File: src/rtl/inst_fetch_pkg.sv
`default_nettype none
// ============================================================================
// Module   : inst_fetch_pkg
// Purpose  : Shared CPU fetch definitions: data/address widths, PC increment
//            and the fetch entry record carried from memory to decode.
// Ports    : none (package)
// Revision : 1.0 - initial release
// ============================================================================
package inst_fetch_pkg;

  localparam int INST_WIDTH = 32;
  localparam int ADDR_WIDTH = 32;
  localparam logic [ADDR_WIDTH-1:0] PC_STEP = 32'd4;

  // One buffered fetch result: instruction word plus the PC it came from.
  typedef struct packed {
    logic [INST_WIDTH-1:0] inst;
    logic [ADDR_WIDTH-1:0] pc;
  } fetch_entry_t;

endpackage
`default_nettype wire

File: src/rtl/inst_fetch_if.sv
`default_nettype none
// ============================================================================
// Module   : inst_fetch_if
// Purpose  : Bundles the instruction-memory address/data pair, the redirect
//            request and the decode-side valid/ready output of the fetch unit.
// Ports    : master - fetch unit side (drives imem_addr and out_*)
//            slave  - environment side (memory, branch unit, decoder)
// Revision : 1.0 - initial release
// ============================================================================
interface inst_fetch_if;
  import inst_fetch_pkg::*;

  logic [ADDR_WIDTH-1:0] imem_addr;
  logic [INST_WIDTH-1:0] imem_data;
  logic                  redirect;
  logic [ADDR_WIDTH-1:0] redirect_pc;
  logic                  out_valid;
  logic                  out_ready;
  logic [INST_WIDTH-1:0] out_inst;
  logic [ADDR_WIDTH-1:0] out_pc;
  logic                  align_err;

  modport master (
    output imem_addr,
    input  imem_data,
    input  redirect,
    input  redirect_pc,
    output out_valid,
    input  out_ready,
    output out_inst,
    output out_pc,
    output align_err
  );

  modport slave (
    input  imem_addr,
    output imem_data,
    output redirect,
    output redirect_pc,
    input  out_valid,
    output out_ready,
    input  out_inst,
    input  out_pc,
    input  align_err
  );

endinterface
`default_nettype wire

File: src/rtl/inst_fetch_fifo.sv
`default_nettype none
// ============================================================================
// Module   : fetch_fifo
// Purpose  : DEPTH-entry synchronous FIFO of fetch entries with push, pop and
//            a flush that empties it in one cycle.
// Ports    : clk, rst            - clock, synchronous active-high reset
//            push, push_data     - write one entry (never while full)
//            pop                 - discard head (never while empty)
//            flush               - drop all entries, overrides push/pop
//            head                - entry at the read pointer
//            count               - number of valid entries (0..DEPTH)
// Revision : 1.0 - initial release
// ============================================================================
module fetch_fifo
  import inst_fetch_pkg::*;
#(
  parameter int DEPTH = 2
) (
  input  wire logic                       clk,
  input  wire logic                       rst,
  input  wire logic                       push,
  input  wire fetch_entry_t               push_data,
  input  wire logic                       pop,
  input  wire logic                       flush,
  output fetch_entry_t                    head,
  output logic [$clog2(DEPTH+1)-1:0]      count
);

  localparam int PTR_W = $clog2(DEPTH);

  fetch_entry_t                 mem [DEPTH];
  logic [PTR_W-1:0]             rd_ptr;
  logic [PTR_W-1:0]             wr_ptr;
  logic [$clog2(DEPTH+1)-1:0]   cnt;

  // DEPTH is a power of two, so pointers wrap by natural overflow.
  always_ff @(posedge clk) begin
    if (rst || flush) begin
      rd_ptr <= '0;
      wr_ptr <= '0;
      cnt    <= '0;
    end else begin
      if (push) wr_ptr <= wr_ptr + 1'b1;
      if (pop)  rd_ptr <= rd_ptr + 1'b1;
      case ({push, pop})
        2'b10:   cnt <= cnt + 1'b1;
        2'b01:   cnt <= cnt - 1'b1;
        default: cnt <= cnt;
      endcase
    end
  end

  // Storage needs no reset: contents are only visible while count is nonzero.
  always_ff @(posedge clk) begin
    if (push) mem[wr_ptr] <= push_data;
  end

  assign head  = mem[rd_ptr];
  assign count = cnt;

endmodule
`default_nettype wire

File: src/rtl/inst_fetch.sv
`default_nettype none
// ============================================================================
// Module   : inst_fetch
// Purpose  : Instruction fetch unit. Holds the PC, issues one word address
//            per cycle to a one-cycle-latency instruction memory while buffer
//            space allows, and queues returned words for decode. A redirect
//            retargets the PC and discards in-flight and buffered words.
// Ports    : clk, rst - clock, synchronous active-high reset
//            bus      - inst_fetch_if.master (imem_addr/imem_data, redirect,
//                       redirect_pc, out_valid/out_ready/out_inst/out_pc,
//                       align_err)
// Config   : INST_FETCH_ALIGN_CHECK_EN - flag misaligned redirect targets on
//            align_err (sticky until reset) and force word alignment.
// Revision : 1.0 - initial release
// ============================================================================
module inst_fetch
  import inst_fetch_pkg::*;
#(
  parameter logic [ADDR_WIDTH-1:0] RESET_PC = 32'h0000_0000,
  parameter int                    DEPTH    = 2
) (
  input  wire logic    clk,
  input  wire logic    rst,
  inst_fetch_if.master bus
);

  localparam int                 CNT_W   = $clog2(DEPTH+1);
  localparam logic [CNT_W+1:0]   DEPTH_L = (CNT_W+2)'(DEPTH);

  logic [ADDR_WIDTH-1:0] pc;
  logic [ADDR_WIDTH-1:0] inflight_pc;
  logic [ADDR_WIDTH-1:0] pc_target;
  logic                  inflight;
  logic                  pop;
  logic                  push;
  logic                  issue;
  logic [CNT_W-1:0]      count;
  logic [CNT_W+1:0]      occupancy;
  fetch_entry_t          head;
  fetch_entry_t          push_entry;

  assign pop = bus.out_valid && bus.out_ready;

  // Slots that will be committed after this cycle if nothing new is issued.
  // pop implies count >= 1, so this never underflows.
  assign occupancy = {2'b00, count}
                   + {{(CNT_W+1){1'b0}}, inflight}
                   - {{(CNT_W+1){1'b0}}, pop};

  // Issuing only while a slot is reserved guarantees every response fits.
  assign issue = !bus.redirect && (occupancy < DEPTH_L);

  // A response landing in a redirect cycle belongs to the old path.
  assign push = inflight && !bus.redirect;

  assign push_entry.inst = bus.imem_data;
  assign push_entry.pc   = inflight_pc;

`ifdef INST_FETCH_ALIGN_CHECK_EN
  logic align_err_q;

  assign pc_target = {bus.redirect_pc[ADDR_WIDTH-1:2], 2'b00};

  always_ff @(posedge clk) begin
    if (rst) begin
      align_err_q <= 1'b0;
    end else if (bus.redirect && (bus.redirect_pc[1:0] != 2'b00)) begin
      align_err_q <= 1'b1;
    end
  end

  assign bus.align_err = align_err_q;
`else
  assign pc_target     = bus.redirect_pc;
  assign bus.align_err = 1'b0;
`endif

  always_ff @(posedge clk) begin
    if (rst) begin
      pc          <= RESET_PC;
      inflight    <= 1'b0;
      inflight_pc <= RESET_PC;
    end else if (bus.redirect) begin
      pc       <= pc_target;
      inflight <= 1'b0;
    end else if (issue) begin
      pc          <= pc + PC_STEP;
      inflight    <= 1'b1;
      inflight_pc <= pc;
    end else begin
      inflight <= 1'b0;
    end
  end

  fetch_fifo #(
    .DEPTH (DEPTH)
  ) u_fifo (
    .clk       (clk),
    .rst       (rst),
    .push      (push),
    .push_data (push_entry),
    .pop       (pop),
    .flush     (bus.redirect),
    .head      (head),
    .count     (count)
  );

  assign bus.imem_addr = pc;
  assign bus.out_valid = (count != '0);
  // Gate the head so stale storage never shows when the buffer is empty.
  assign bus.out_inst  = bus.out_valid ? head.inst : '0;
  assign bus.out_pc    = bus.out_valid ? head.pc   : '0;

endmodule
`default_nettype wire

File: src/flat_wrapper.sv
// flat-port wrapper written by rule: the top's interface ports become plain ports
module inst_fetch_flat import inst_fetch_pkg::*;
#(
  parameter logic [ADDR_WIDTH-1:0] RESET_PC = 32'h0000_0000,
  parameter int                    DEPTH    = 2
)
  (clk, rst, bus_imem_addr, bus_imem_data, bus_redirect, bus_redirect_pc, bus_out_valid, bus_out_ready, bus_out_inst, bus_out_pc, bus_align_err);
  inst_fetch_if bus_i ();
  input  wire logic clk;
  input  wire logic rst;
  output wire logic [$bits(bus_i.imem_addr)-1:0] bus_imem_addr;
  input wire logic [$bits(bus_i.imem_data)-1:0] bus_imem_data;
  input wire logic [$bits(bus_i.redirect)-1:0] bus_redirect;
  input wire logic [$bits(bus_i.redirect_pc)-1:0] bus_redirect_pc;
  output wire logic [$bits(bus_i.out_valid)-1:0] bus_out_valid;
  input wire logic [$bits(bus_i.out_ready)-1:0] bus_out_ready;
  output wire logic [$bits(bus_i.out_inst)-1:0] bus_out_inst;
  output wire logic [$bits(bus_i.out_pc)-1:0] bus_out_pc;
  output wire logic [$bits(bus_i.align_err)-1:0] bus_align_err;
  assign bus_imem_addr = bus_i.imem_addr;
  assign bus_i.imem_data = bus_imem_data;
  assign bus_i.redirect = bus_redirect;
  assign bus_i.redirect_pc = bus_redirect_pc;
  assign bus_out_valid = bus_i.out_valid;
  assign bus_i.out_ready = bus_out_ready;
  assign bus_out_inst = bus_i.out_inst;
  assign bus_out_pc = bus_i.out_pc;
  assign bus_align_err = bus_i.align_err;
  inst_fetch #(.RESET_PC(RESET_PC), .DEPTH(DEPTH)) u_core (.clk(clk), .rst(rst), .bus(bus_i));
endmodule
File: config.mk
export PLATFORM = sky130hd
export DESIGN_NAME = inst_fetch_flat
export DESIGN_NICKNAME = d
export VERILOG_FILES = /design/src/rtl/inst_fetch_pkg.sv /design/src/rtl/inst_fetch_if.sv /design/src/rtl/inst_fetch_fifo.sv /design/src/rtl/inst_fetch.sv /design/src/flat_wrapper.sv
export SDC_FILE = /design/constraint.sdc
export NUM_CORES = 1
export LEC_CHECK = 0
export ABC_AREA = 1
export BUFFER_PORTS_ARGS = -buffer_cell sky130_fd_sc_hd__buf_2
export CORE_UTILIZATION = 45
export CTS_CLUSTER_DIAMETER = 120
export CTS_CLUSTER_SIZE = 25
export DETAILED_ROUTE_END_ITERATION = 12
export GPL_TIMING_DRIVEN = 0
export PLACE_DENSITY = 0.77
export SLEW_MARGIN = 15
export SYNTH_ARGS = -nofsm -noshare
export SYNTH_HDL_FRONTEND = slang
export SYNTH_SLANG_ARGS = --single-unit
File: constraint.sdc
create_clock -name clk -period 6.7 [get_ports clk]
set_input_delay 0.335 -clock clk [delete_from_list [all_inputs] [get_ports clk]]
set_output_delay 0.335 -clock clk [all_outputs]
set_load 0.02 [all_outputs]
# Word-level counts from Yosys, hierarchy flattened
# Memories as Yosys holds them, arrays and structs flattened. A register that Yosys moved wholly into a read port is not among the register bits.
# Cells that the tools add are included.
# word_totals
ff_bits,69
mem_bits_rw,128
in_bits,68
n_memories,1
# classes
add_sub_neg,7
magnitude_cmp,1
eq_ne,2
muxes,10
bitwise,1
n_reduce_logical,10
# mem_list
memory,words,word_bits,read_ports,rd_clocked_by_memory_dff,write_ports,line_no,source
u_core.u_fifo.mem,2,64,1,1,1,inst_fetch_fifo.sv:31,fetch_entry_t mem [DEPTH];
# ops
cell,count
32-bit two-way mux,4
"32-bit by 3-bit adder with 32-bit output, second input constant",1
2-bit nonzero test,3
1-bit two-way mux,5
"4-bit by 2-bit < comparator with 1-bit output, second input constant",1
2-bit one-hot mux with 2 select lines,1
4-bit by 1-bit subtractor with 4-bit output,1
2-bit by 1-bit adder with 3-bit output,1
1-bit logical AND,3
"1-bit adder, second input constant",2
"2-bit by 1-bit adder with 2-bit output, second input constant",1
"2-bit by 1-bit equality test with 1-bit output, second input constant",1
"2-bit equality test, second input constant",1
2-bit AND reduction,1
2-bit OR reduction,1
"2-bit by 1-bit subtractor with 2-bit output, second input constant",1
1-bit logical NOT,1
1-bit logical OR,1
1-bit inverter,1

# Longest topological paths before layout
# depth
depth_word,7
mapped_depth,14
depth_no_buf,13

# By module
# Synthesis repeated with hierarchy kept, for this count alone.
# hier_totals
hier_cells,893
area_unflattened_um2,9245.1
# by_module_without_submodules
mod,n_inst,cells_per_inst,area_per_inst_um2,seq_area_each_um2
fetch_fifo,1,231,5141.2,3943.8
inst_fetch,1,662,4103.9,1301.2

# Worst setup path after synthesis
# No wires, ideal clock.
# synth_path
path_type,input -> register
startpoint,in bus_redirect
endpoint,"mem u_core.u_fifo.mem[1][0] (netlist bit), enable pin"
setup_time_ns,0.488
t_arrival_ns,3.622
slack_ns,2.590
path_stages,5
n_path_buf,2
path_cell_list,buf_2 -> clkinv_1 -> buf_2 -> nand2_1 -> nor2_1
# synth_between
elab_chain_cells,4
# synth_rtl
element,line_no,source
start: declaration,flat_wrapper.sv:13,input wire logic [$bits(bus_i.redirect)-1:0] bus_redirect;
1-bit logical NOT,inst_fetch.sv:54,assign push = inflight && !bus.redirect;
1-bit logical AND,inst_fetch.sv:54,
1-bit two-way mux,inst_fetch_fifo.sv:55,if (push) mem[wr_ptr] <= push_data;
1-bit two-way mux (not written as such),inst_fetch_fifo.sv:55,
end: declaration,inst_fetch_fifo.sv:31,
# No other way between the ends.

==> impl_results.md <==
- Crit end category: primary output
- Standard-cell row count: 50
- Sequential share of the synthesized area: 0.6100
- Total Nets Final: between 1000 and 1500
- Overall power of the completed layout: 2.579 mW
- Outcome: finished clean
- Worst Path Arrival: between 2000 and 2500 ps
- Count of synthesis-stage warnings from yosys: 0
- Diodes inserted: 0
- Peak supply drop: ~170 uV
- Largest net degree at the start of global routing: 22
- Total global routing overflow: 0
- Die Y-Extent: 140.2 um
- Top library cells by usage in the layout, fill and taps aside: sky130_fd_sc_hd__nand2_1, sky130_fd_sc_hd__buf_2, sky130_fd_sc_hd__edfxtp_1, sky130_fd_sc_hd__a21oi_1, sky130_fd_sc_hd__nor2_1
- Total of buffers placed on input and output ports: approximately 160
- Final worst path period share: 0.3729
- Areal power density over the cells: about 250 mW/mm^2
- Mapped Nets: just over 1000
- Core footprint: about 0.019 mm^2
- Buffer depth of the longest clock path: 2
- Mapped Area: between 0.008 and 0.009 mm^2
- Synth-to-Final Area Change: 22.02%
- Most used flip-flop cell after synthesis: sky130_fd_sc_hd__edfxtp_1
- Pleak: ~4.3 nW
- Synth area leader: sky130_fd_sc_hd__edfxtp_1
- Fraction of post-synthesis cell area in the top cell type by area: 0.4470
- Inst Count DP: 1354
- Overall global routing resource usage: 0.2203
- Length of the first detailed-routing pass in iterations: 5
- Global route hottest layer: met2
- Syn avg cell area: around 9.0 um^2
- I/O pin count: 166
- Worst setup path category: reg -> out
- Cell at the root of the clock tree: sky130_fd_sc_hd__clkbuf_16
- TritonCTS clock tree: built
- Number of vias per cell: 5.064
- H-Tree Level Count: 4
- Number of hold-repair buffers added at the cts stage: 0
- Global-route wire length before repair: 33360 um
- Part of the total power dissipated in combinational logic: 0.078
- Final setup violation count: 0
- Met3 capacity usage during global routing: 0.04308
- Switching Share: 0.2586
- Internal power: roughly 1.9 mW
- Count of distinct cell types in the synthesized netlist: 33
- Most frequent standard cell in the layout excluding fill and tap cells: sky130_fd_sc_hd__nand2_1
- Violation count after the first detailed-route iteration: 375
- Sink count of the clock tree: just under 200
- Final number of hold-violating endpoints: 0
- Worst-case clock skew: about 10 ps
- Largest incremental delay on the critical path: ~480 ps
- Max-capacitance violation count: 0
- Hold Path Class: in -> reg
- Setup repair after global routing missed its margin: false
- Met1 usage in global routing: 0.2785
- Max stage delay cell, worst path: sky130_fd_sc_hd__clkbuf_1
- Mean routed wirelength per cell: ~15 um
- Number of register bits inferred by synthesis: a little under 200
- Worst path most repeated cell: sky130_fd_sc_hd__clkbuf_1
- Worst-path clk slew: approximately 70 ps
- Required time at the worst-slack endpoint: between 6000 and 7000 ps
- Die Footprint: 0.01966 mm^2
- Post-synth EDFFs: approximately 130
- Total wire length: ~21000 um
- Max Fanout on Critical Path: 10
- Final critical path time including I/O delays and setup: around 2500 ps
- DP Worst Slack: about 4400 ps
- CP Launch Type: flip-flop
- Clock insertion delay at the later pin of the skew report: roughly 430 ps
- Worst-margin pin slew: ~650 ps
- Critical-path cell list: clkbuf_1 > clkbuf_1 > nand2_1 > a21oi_1 > buf_2
- Starting utilization of the core area: 0.4597
- Antenna violations before repair: 0
- Count of nets left with antenna violations after detail routing: 0
- Worst hold slack across all endpoints: 91.88 ps
- Total negative setup slack: 0 ps
- Post-cts sizing count: 0
- Remaining max-slew budget at the tightest pin: 0.5644
- Final WS setup: roughly 4200 ps
- Psw: ~0.67 mW
- Post-CTS Setup Inserts: 0
- Part of the power in registers: 0.529
- Layout cell share with drive strength beyond 1: 0.2101
- M2 GR Usage: 0.3742
- Total DRC errors in the routed layout: 0
- Cell types with the largest area share after synthesis: sky130_fd_sc_hd__edfxtp_1, sky130_fd_sc_hd__dfxtp_1, sky130_fd_sc_hd__nand2_1
- Hpwl dp: 15210 um
- GP Congestion: slightly above 0.9
- Number of cells produced by synthesis: approximately 950
- Non-Filler Instances: approximately 1400
- Die outline width: approximately 140 um
- Via count of the first global-routing pass: ~6800
- Async set or reset register ratio after synthesis: 0
- Routed vias: ~7000
- Clock share of power: 0.394
- Num CTS Buffers: 17
- Slew Viols, Final: 0
- Fmax: 400.2 MHz
[per-layer routing]
metal  wire [um]  up-vias  share of wire
li1            -     3500              -
met1        8974     3209           0.43
met2       10130      278           0.48
met3        1548       32          0.073
met4         454        0          0.022
met5           0        -              0
[final timing paths]
| path | start | endpoint | slack, ps | cells past startpoint |
|---|---|---|---|---|
| worst max-delay path | flip-flop | bus_out_inst[27] | 4200 | 5 |
| worst min-delay path | bus_imem_data[20] | u_core.u_fifo.mem[0][52] | 90 | 1 |
| worst max register to register | u_core.u_fifo.count[0] | u_core.inflight_pc[1] | 4340 | 13 |
| worst min register to register | u_core.inflight_pc[8] | u_core.u_fifo.mem[0][8] | 460 | 0 |
[metrics by stage]
step           instance area (um^2)    util
2_1_floorplan                  8598       -
3_3_place_gp                   9702  0.5187
3_5_place_dp                   9882  0.5283
4_1_cts                       10490  0.5609
5_1_grt                       10490  0.5609
6_report                      10490  0.5609
[worst max-delay path, delay by kind of cell, from the launching register on]
kind / cells / cell delay [ps]
AO/OA/AOI/OAI: 1 / 200
flip-flops: 1 / 340
AND/OR/NAND/NOR: 1 / 100
buffers and inverters: 3 / 1090
[state kept, by name, summed over array words and instances (netlist names), named ones only]
name,count
u_core.u_fifo.rd_ptr,1
u_core.u_fifo.mem,128
u_core.u_fifo.wr_ptr,1
u_core.inflight,1
u_core.bus.imem_addr,32
u_core.inflight_pc,32
u_core.u_fifo.count,2
[final cells by class]
type / count / area, um^2
multi-input cells: 662 / 2954
plain buffers: 45 / 235.2
clock buffers: 17 / 425.4
flip-flops and latches: 198 / 5245
well taps: 234 / 292.8
repair buffers: 168 / 975.9
inverters: 47 / 178.9
clock inverters: 15 / 183.9
fillers: 1658 / 8214
[cells in the mapped netlist, types with 4 or more instances]
master                       n
sky130_fd_sc_hd__nand2_1   371
sky130_fd_sc_hd__edfxtp_1  128
sky130_fd_sc_hd__a21oi_1   124
sky130_fd_sc_hd__nor2_1     73
sky130_fd_sc_hd__dfxtp_1    70
sky130_fd_sc_hd__inv_1      40
sky130_fd_sc_hd__nand3_1    30
sky130_fd_sc_hd__clkbuf_1   27
sky130_fd_sc_hd__o21ai_0    11
sky130_fd_sc_hd__nand3b_1   10
sky130_fd_sc_hd__buf_4       7
sky130_fd_sc_hd__ha_1        7
sky130_fd_sc_hd__nor2_2      7
sky130_fd_sc_hd__xor2_1      6
sky130_fd_sc_hd__buf_6       5
sky130_fd_sc_hd__inv_2       5
sky130_fd_sc_hd__buf_1       4
sky130_fd_sc_hd__nand2_2     4
sky130_fd_sc_hd__xnor2_1     4
[power groups by stage]
| stage | sequential [mW] | clock (mW) | combinational, mW |
|---|---|---|---|
| 4_1_cts | 1.36 | 1.03 | 0.201 |
| 5_1_grt | 1.37 | 1.08 | 0.221 |
| 6_report | 1.36 | 1.02 | 0.200 |
| 3_3_place_gp | 1.39 | 0 | 0.189 |
| 3_5_place_dp | 1.39 | 0 | 0.199 |
| 2_1_floorplan | 1.40 | 0 | 0.108 |
[kinds of logic after synthesis]
logic type / Yosys count / synth area share
adder cells (fa/ha/maj): 7 / 0.01019
flip-flops: 198 / 0.6100
AO/OA/AOI/OAI: 138 / 0.08120
XOR/XNOR: 10 / 0.01019
buffers and inverters: 92 / 0.04817
other: 1 / 0.0004361
AND/OR/NAND/NOR: 506 / 0.2398
Power figures use the tool's default switching activity.
